**config.mk**
```make
export PLATFORM = sky130hd
export DESIGN_NAME = matmul_seq_ctrl
export DESIGN_NICKNAME = d
export VERILOG_FILES = /design/src/rtl/matmul_pkg.sv /design/src/rtl/matmul_mac.sv /design/src/rtl/matmul_seq_ctrl.sv
export SDC_FILE = /design/constraint.sdc
export NUM_CORES = 1
export LEC_CHECK = 0
export CORE_UTILIZATION = 30
export CTS_BUF_LIST = sky130_fd_sc_hd__clkbuf_4
export DETAILED_ROUTE_END_ITERATION = 7
export GPL_ROUTABILITY_DRIVEN = 0
export HOLD_SLACK_MARGIN = 0.06
export PLACE_DENSITY = 0.41
export SYNTH_ARGS = -nofsm -noshare
export SYNTH_HDL_FRONTEND = slang
export SYNTH_SLANG_ARGS = --single-unit
```
**constraint.sdc**
```tcl
create_clock -name clk -period 11.7 [get_ports clk]
set_input_delay 1.17 -clock clk [delete_from_list [all_inputs] [get_ports clk]]
set_output_delay 1.17 -clock clk [all_outputs]
set_load 0.005 [all_outputs]
```
**src/rtl/matmul_pkg.sv**
```systemverilog
// Shared types and sizing for the 4x4 matrix-multiply sequencer.
package matmul_pkg;

    localparam int MM_DW = 8;
    localparam int MM_N  = 4;

    typedef enum logic [1:0] {
        S_IDLE    = 2'd0,
        S_LOAD    = 2'd1,
        S_COMPUTE = 2'd2,
        S_DRAIN   = 2'd3
    } state_t;

    // Sum of four DW x DW products needs two extra bits over the product width.
    function automatic int mm_res_w(input int dw);
        return 2 * dw + 2;
    endfunction

    localparam int MM_RW = mm_res_w(MM_DW);

endpackage

```
**src/rtl/matmul_mac.sv**
```systemverilog
// Single-multiplier MAC: o_sum is the running total including this cycle's product.
module matmul_mac
    import matmul_pkg::*;
#(
    parameter int DW = MM_DW,
    parameter int RW = mm_res_w(DW)
) (
    input  logic          clk,
    input  logic          rst_n,
    input  logic          i_en,
    input  logic          i_clr,
    input  logic [DW-1:0] i_a,
    input  logic [DW-1:0] i_b,
    output logic [RW-1:0] o_sum
);

    logic [2*DW-1:0] w_prod;
    logic [RW-1:0]   r_acc;

    assign w_prod = i_a * i_b;
    assign o_sum  = (i_clr ? '0 : r_acc) + RW'(w_prod);

    always_ff @(posedge clk or negedge rst_n) begin
        if (!rst_n) begin
            r_acc <= '0;
        end else if (i_en) begin
            r_acc <= o_sum;
        end
    end

endmodule

```
**src/rtl/matmul_seq_ctrl.sv**
```systemverilog
// Loads A and B over a valid/ready stream, computes Y = A*B one MAC per cycle,
// then drains the 16 results in index order.
//   state     | meaning
//   S_IDLE    | waiting for start
//   S_LOAD    | accepting 32 beats: A row-major, then B row-major
//   S_COMPUTE | 64 MAC cycles, loop order i, j, k (k innermost)
//   S_DRAIN   | presenting results idx 0..15 on the output handshake
module matmul_seq_ctrl
    import matmul_pkg::*;
#(
    parameter int DW = MM_DW,
    parameter int N  = MM_N
) (
    input  logic                   clk,
    input  logic                   rst_n,
    input  logic                   start,
    input  logic                   abort,
    input  logic                   in_valid,
    output logic                   in_ready,
    input  logic [DW-1:0]          in_data,
    output logic                   out_valid,
    input  logic                   out_ready,
    output logic [mm_res_w(DW)-1:0] out_data,
    output logic [3:0]             out_idx,
    output logic                   busy,
    output logic                   done
);

    localparam int RW = mm_res_w(DW);
    localparam int NE = N * N;
    localparam logic [4:0] LD_LAST  = 5'(2 * NE - 1);
    localparam logic [5:0] MAC_LAST = 6'(NE * N - 1);
    localparam logic [3:0] OUT_LAST = 4'(NE - 1);

    state_t          r_state, w_next;
    logic [4:0]      r_ld_cnt;
    logic [5:0]      r_mac_cnt;
    logic [3:0]      r_out_cnt;
    logic            r_done;
    logic [DW-1:0]   r_mat_a [NE];
    logic [DW-1:0]   r_mat_b [NE];
    logic [RW-1:0]   r_res   [NE];

    logic            w_in_fire, w_out_fire, w_mac_en, w_mac_clr;
    logic [1:0]      w_i, w_j, w_k;
    logic [RW-1:0]   w_mac_sum;

    assign w_in_fire  = in_valid && in_ready;
    assign w_out_fire = out_valid && out_ready;
    assign w_i        = r_mac_cnt[5:4];
    assign w_j        = r_mac_cnt[3:2];
    assign w_k        = r_mac_cnt[1:0];
    assign w_mac_en   = (r_state == S_COMPUTE) && !abort;
    assign w_mac_clr  = (w_k == 2'd0);

    matmul_mac #(.DW(DW), .RW(RW)) u_mac (
        .clk   (clk),
        .rst_n (rst_n),
        .i_en  (w_mac_en),
        .i_clr (w_mac_clr),
        .i_a   (r_mat_a[{w_i, w_k}]),
        .i_b   (r_mat_b[{w_k, w_j}]),
        .o_sum (w_mac_sum)
    );

    always_ff @(posedge clk or negedge rst_n) begin
        if (!rst_n) begin
            r_state <= S_IDLE;
        end else begin
            r_state <= w_next;
        end
    end

    always_comb begin
        w_next    = r_state;
        in_ready  = 1'b0;
        out_valid = 1'b0;
        busy      = 1'b1;
        case (r_state)
            S_IDLE: begin
                busy = 1'b0;
                if (start) w_next = S_LOAD;
            end
            S_LOAD: begin
                in_ready = 1'b1;
                if (w_in_fire && r_ld_cnt == LD_LAST) w_next = S_COMPUTE;
            end
            S_COMPUTE: begin
                if (r_mac_cnt == MAC_LAST) w_next = S_DRAIN;
            end
            S_DRAIN: begin
                out_valid = 1'b1;
                if (w_out_fire && r_out_cnt == OUT_LAST) w_next = S_IDLE;
            end
            default: w_next = S_IDLE;
        endcase
        if (abort) w_next = S_IDLE;
    end

    assign out_data = out_valid ? r_res[r_out_cnt] : '0;
    assign out_idx  = out_valid ? r_out_cnt : '0;
    assign done     = r_done;

    always_ff @(posedge clk or negedge rst_n) begin
        if (!rst_n) begin
            r_ld_cnt  <= '0;
            r_mac_cnt <= '0;
            r_out_cnt <= '0;
            r_done    <= 1'b0;
        end else begin
            r_done <= (r_state == S_DRAIN) && w_out_fire && (r_out_cnt == OUT_LAST) && !abort;
            if (abort || r_state == S_IDLE) begin
                r_ld_cnt  <= '0;
                r_mac_cnt <= '0;
                r_out_cnt <= '0;
            end else begin
                // Each counter wraps to zero exactly as its phase completes.
                if (w_in_fire)               r_ld_cnt  <= r_ld_cnt + 5'd1;
                if (r_state == S_COMPUTE)    r_mac_cnt <= r_mac_cnt + 6'd1;
                if (w_out_fire)              r_out_cnt <= r_out_cnt + 4'd1;
            end
        end
    end

    always_ff @(posedge clk) begin
        if (w_in_fire && !abort) begin
            if (r_ld_cnt[4]) r_mat_b[r_ld_cnt[3:0]] <= in_data;
            else             r_mat_a[r_ld_cnt[3:0]] <= in_data;
        end
        if (w_mac_en && w_k == 2'd3) begin
            r_res[{w_i, w_j}] <= w_mac_sum;
        end
    end

endmodule

```
# Yosys cells after proc, flatten, opt, wreduce, memory -nomap -nowiden
# Memories as Yosys holds them, arrays and structs flattened.
# Cells that the tools add are included.
# word_totals
inputBits	14
wordCells	69
ram_bits	544
out_inout_bits	26
memories	3
ff_bits	36
# op_classes
n_mul	1
n_eq_ne	11
add_sub_neg	4
n_reduce_logical	18
mux	26
# mem_list
memory	words	word_bits	read_ports	rd_clocked_by_memory_dff	wr	line_no	text
r_res	16	18	1	0	1	matmul_seq_ctrl.sv:42	logic [RW-1:0] r_res [NE];
r_mat_a	16	8	1	0	1	matmul_seq_ctrl.sv:40	logic [DW-1:0] r_mat_a [NE];
r_mat_b	16	8	1	0	1	matmul_seq_ctrl.sv:41	logic [DW-1:0] r_mat_b [NE];
# op_table
op	count
18-bit two-way mux	2
18-bit by 16-bit adder with 18-bit output	1
8-bit by 8-bit multiplier with 16-bit output	1
4-bit two-way mux	3
6-bit two-way mux	2
1-bit two-way mux	11
1-bit logical AND	10
2-bit two-way mux	5
5-bit two-way mux	2
3-bit inequality test (second input constant)	3
2-bit one-hot mux with 4 select lines	1
6-bit by 1-bit adder with 6-bit output (second input constant)	1
2-bit equality test (second input constant)	3
6-bit equality test (second input constant)	1
2-bit nonzero test	3
5-bit by 1-bit adder with 5-bit output (second input constant)	1
5-bit equality test (second input constant)	1
4-bit by 1-bit adder with 4-bit output (second input constant)	1
4-bit equality test (second input constant)	1
2-bit zero test	2
4-bit AND reduction	1
3-bit by 2-bit inequality test with 1-bit output (second input constant)	1
2-bit by 1-bit equality test with 1-bit output (second input constant)	1
1-bit zero test	1
1-bit logical OR	1

# Longest topological paths before layout
# depth
depth_word	7
depth_mapped	21
depth_no_buf	18

# Modules after synthesis
# From an unflattened synthesis, not the netlist that was laid out.
# unflattened
cells_unflattened	1405
area_unflattened_um2	25360.6
# modules_own_cells
module	area_per_inst_um2	seq_area_each_um2	cells_each	n_inst
matmul_seq_ctrl	21911.0	16786.1	1038	1
matmul_mac	3449.6	450.4	367	1

# Worst setup path after synthesis
# OpenSTA, ideal clock, no wires.
# synth_path
kind	reg2reg
start	register r_mac_cnt[0]
end	register u_mac.r_acc[13]
path_stages_with_launch	19
period_less_slack_ns	6.146
setup_time_ns	0.070
t_arrival_ns	6.076
slack_ns	5.554
required_ns	11.630
path_buffers	1
path_cell_list	dfrtp_1 > buf_2 > mux4_2 > mux4_2 > and2_1 > fa_1 > inv_1 > fa_1 > inv_1 > fa_1 > inv_1 > fa_1 > inv_1 > ha_1 > or3_1 > o211ai_1 > nand2_1 > o311ai_1 > mux2_2
# synth_between
elab_chain_cells	3
elab_cells_between_ends	6
cone_classes	1 x add/sub; 1 x mul; 1 x mux; 1 x reduce/logical; 2 x memory
# synth_rtl
item	line_no	text
start, declared	matmul_seq_ctrl.sv:37	logic [5:0] r_mac_cnt;
start signal, assigned	matmul_seq_ctrl.sv:119	if (r_state == S_COMPUTE) r_mac_cnt <= r_mac_cnt + 6'd1;
memory read 16 x 8 bit (tied with other cells)	-	
8-bit by 8-bit multiplier with 16-bit output / 18-bit two-way mux (equally long branches)	matmul_mac.sv:20, matmul_mac.sv:21	
18-bit by 16-bit adder with 18-bit output (*)	matmul_mac.sv:21	assign o_sum = (i_clr ? '0 : r_acc) + RW'(w_prod);
via u_mac.o_sum[13]	matmul_mac.sv:14	output logic [RW-1:0] o_sum
end signal, assigned	matmul_mac.sv:27	r_acc <= o_sum;
end, declared	matmul_mac.sv:18	logic [RW-1:0] r_acc;
# The timed path passes the listed nets; every way through them passes the cells marked *.
# A chain may end at the register's enable or synchronous reset.

# Worst setup path after layout
# layout_path
start	register r_mac_cnt[0]
end	memory r_res[1][17] (netlist name) (data pin)
# layout_between
elab_chain_cells	3
elab_cells_between_ends	6
cone_classes	1 x add/sub; 1 x mul; 1 x mux; 1 x reduce/logical; 2 x memory
# layout_rtl
item	line_no
memory read 16 x 8 bit (tied with other cells)	-
8-bit by 8-bit multiplier with 16-bit output / 18-bit two-way mux (equally long branches)	matmul_mac.sv:20, matmul_mac.sv:21
18-bit by 16-bit adder with 18-bit output (*)	matmul_mac.sv:21
via u_mac.o_sum[17]	matmul_mac.sv:14
end, declared	matmul_seq_ctrl.sv:42
# Marked as above.

==> flow_summary_export.csv <==
group,metric,value,unit
outcome,status,"complete, no violations",
global_route,grt.overflow.total,0,
worst_hold_path,hp-class,"primary input to async pin",
routing,totalWireLength,63200,microns
synthesis,yosysTopAreaCellShare,64.5,%
synthesis,synthTopCellsByArea,"edfxtp_1, mux4_2, fa_1",
clock_network,post_cts_buffers,0,
timing,fmax,0.133,GHz
synthesis,ys_seq_area_share,68.0,%
setup_path,worstPathCellList,"buf_4 > mux4_2 > mux4_2 > and2_1 > fa_1 > inv_1 > fa_1 > fa_1 > fa_1 > inv_1 > ha_1 > a21o_1 > or3_1 > o21ai_0 > o221ai_2 > xnor2_1",
timing,fin_crit_sh,64.2,%
setup_path,rr_endpoint,"r_res[1][17]",
die,die_area,0.0856,sq mm
synthesis,yosysTopAreaCell,"edfxtp_1",
timing,maxSlewHeadroom,16.0,%
setup_path,cp.required,12270,ps
synthesis,ys_warn_count,0,
die,coreArea,0.0836,sq mm
routing,drc,0,
layout,final_cell_mix,"edfxtp_1, clkbuf_4, mux4_2",
setup_path,worstPathArrival,8080,ps
synthesis,synth-async-reset-ratio,6.21,%
pwr,p_int,4160,uW
global_route,grt_max_degree,53,
setup_path,slowest_delay,860,ps
routing,vias,12900,
clock_network,cts_made_buffers,158,
setup_path,rr_startpoint,"r_mac_cnt[0]",
global_route,grt_pass1_vias,14100,
routing,first_pass_iters,5,
setup_path,r2r_cells,16,
setup_path,crit_top_cell,"fa_1",
setup_path,path_max_fanout,52,
clock_network,clk_path_buf_depth,3,
setup_path,slowest_stage,"xnor2_1",
layout,syn_to_final_growth,15.6,%
setup_path,path_buf_inv,3,
routing,antenna_left,0,
placement,hpwlAfterDp,38500,microns
global_route,grt_pass1_wl,94200,microns
routing,routed_via_density,4.66,
global_route,antenna_found_initial,2,
placement,io_buffers,39,
global_route,grt_usage,15.2,%
pwr,p_sw,1800,uW
die,start_util,30.3,%
timing,maxSlewViolCount,0,
pwr,seq_power_share,46.9,%
die,fp.dieH,293,microns
die,num_rows,106,
timing,rsz0062_at_grt,"no",
pwr,leakage,0.00992,uW
layout,fin_nets,1671,
clock_network,path_clk_slew,70,ps
timing,tns,0,ps
clock_network,cts_resized,0,
clock_network,worst_skew_pair.late_latency,990,ps
synthesis,synthFlopType,"edfxtp_1",
clock_network,htreeDepth,4,
timing,worst_slew_pin_slew,1260,ps
layout,final_common_cell,"edfxtp_1",
die,pin_count,40,
clock_network,cts_hold_buf,0,
synthesis,synth-edff-count,544,
clock_network,clock-root-buffer,"clkbuf_4",
synthesis,netlist_area,0.0253,sq mm
pwr,p_sw_share,30.3,%
synthesis,ys_types,48,
layout,drive_above_1_share,30.3,%
timing,finalHoldViolations,0,
timing,setup_viol,0,
synthesis,avgSynthCellArea,18.5,sq um
timing,skew,85.5,ps
pwr,p_clk_share,31.0,%
pwr,pwr-share-comb,22.1,%
routing,drt_iter0_drc,765,
synthesis,syn_nets,1483,
clock_network,cts_tree,"done",
setup_path,worstSetupPathDepth,16,
clock_network,clock_sink_count,580,
setup_path,crit_type,"flip-flop to flip-flop",
setup_path,rrSetupSlack,4190,ps
pwr,p_per_area,204,mW/mm^2
timing,fin_crit,7510,ps
synthesis,ys_ff_latch,580,
die,die_x,293,microns
timing,final.setup.worst_slack,4190,ps
job,drv_cap,0,
setup_path,start_kind,"flip-flop",
routing,routedWlPerCell,22.9,microns
synthesis,postSynthCellCount,1366,
setup_path,endpoint_kind,"flip-flop",
pwr,ir_drop,0.178,mV
setup_path,crit_family,"adder cells",
placement,preCtsSetupSlack,4130,ps
power groups by stage:
stage / registers [uW] / logic (uW) / clock network, uW
final: 2800 / 1320 / 1850
after floorplan: 2830 / 817 / 0
after global placement: 2840 / 1300 / 0
after global routing: 2800 / 1500 / 2020
after detailed placement: 2840 / 1340 / 0
after CTS: 2800 / 1340 / 1920
through the flow:
stage          cell area [sq um]  std cells  util [%]  hold WS, ps  total power [uW]
6_report                   29300       2758      35.1          323              5960
5_1_grt                    29300       2756      35.0          246              6320
4_1_cts                    29300       2755      35.0          222              6060
3_5_place_dp               27200       2474      32.6          456              4180
3_3_place_gp               27200       2474      32.6          451              4150
2_1_floorplan              25300       1366         -          438              3650
registers in the layout, summed over array words and instances (netlist names), 2 cells and up:
signal / flops
r_mat_a: 128
r_ld_cnt: 5
r_state: 2
r_res: 288
u_mac.r_acc: 18
r_mac_cnt: 6
r_mat_b: 128
r_out_cnt: 4
worst register-to-register path, stage by stage, from the launching register on:
cell and delay, ps:
dfrtp_4 590, buf_4 810, mux4_2 700, mux4_2 610
and2_1 210, fa_1 380, inv_1 80, fa_1 430
fa_1 460, fa_1 490, inv_1 40, ha_1 350
a21o_1 210, or3_1 370, o21ai_0 340, o221ai_2 190
xnor2_1 860
metal layers:
layer,share of wire [%],up-vias,track usage [%]
met1,45,6738,20.0
met2,49,256,25.0
met4,1.6,0,5.02
met5,0,-,0
li1,-,5767,-
met3,3.8,94,3.46
worst max-delay path by stage:
stage	slack [ps]	start	end
2_1_floorplan	5550	r_mac_cnt[0]	u_mac.r_acc[13]
3_3_place_gp	4190	r_mac_cnt[0]	r_res[4][15]
3_5_place_dp	4130	r_mac_cnt[0]	r_res[8][17]
4_1_cts	4080	r_mac_cnt[0]	r_res[8][17]
5_1_grt	3580	r_mac_cnt[0]	r_res[1][17]
6_report	4190	r_mac_cnt[0]	r_res[1][17]
cell families after synthesis:
logic type	Yosys count	synth area share, %
flip-flops	580	68.0
AND/OR/NAND/NOR	272	5.16
multiplexers	180	15.5
buffers and inverters	152	2.51
adder cells (fa/ha/maj)	103	6.57
AO/OA/AOI/OAI	62	1.61
XOR/XNOR	17	0.588
final cells by class:
cell class	count	area (sq um)
Inverter	97	364
Clock buffer	242	1820
Clock inverter	39	251
Timing Repair Buffer	83	716
Antenna cell	3	7.51
Multi-Input combinational cell	634	7530
Sequential cell	580	17300
Tap cell	1080	1350
Fill cell	7986	54300
synth_stat cells, types with 5 or more instances:
library cell,number
a211oi_1,6
a21oi_1,16
and2_1,61
buf_1,6
buf_2,17
buf_6,5
clkbuf_1,25
dfrtp_1,36
edfxtp_1,544
fa_1,50
ha_1,53
inv_1,96
mux2_2,6
mux4_2,170
nand2_1,83
nand2b_1,14
nand3_1,10
nor2_1,66
nor2b_1,10
nor3_1,11
o21ai_0,12
or3_1,7
xnor2_1,10
xor2_1,7
Note: power is estimated with default switching activity, not from simulation.
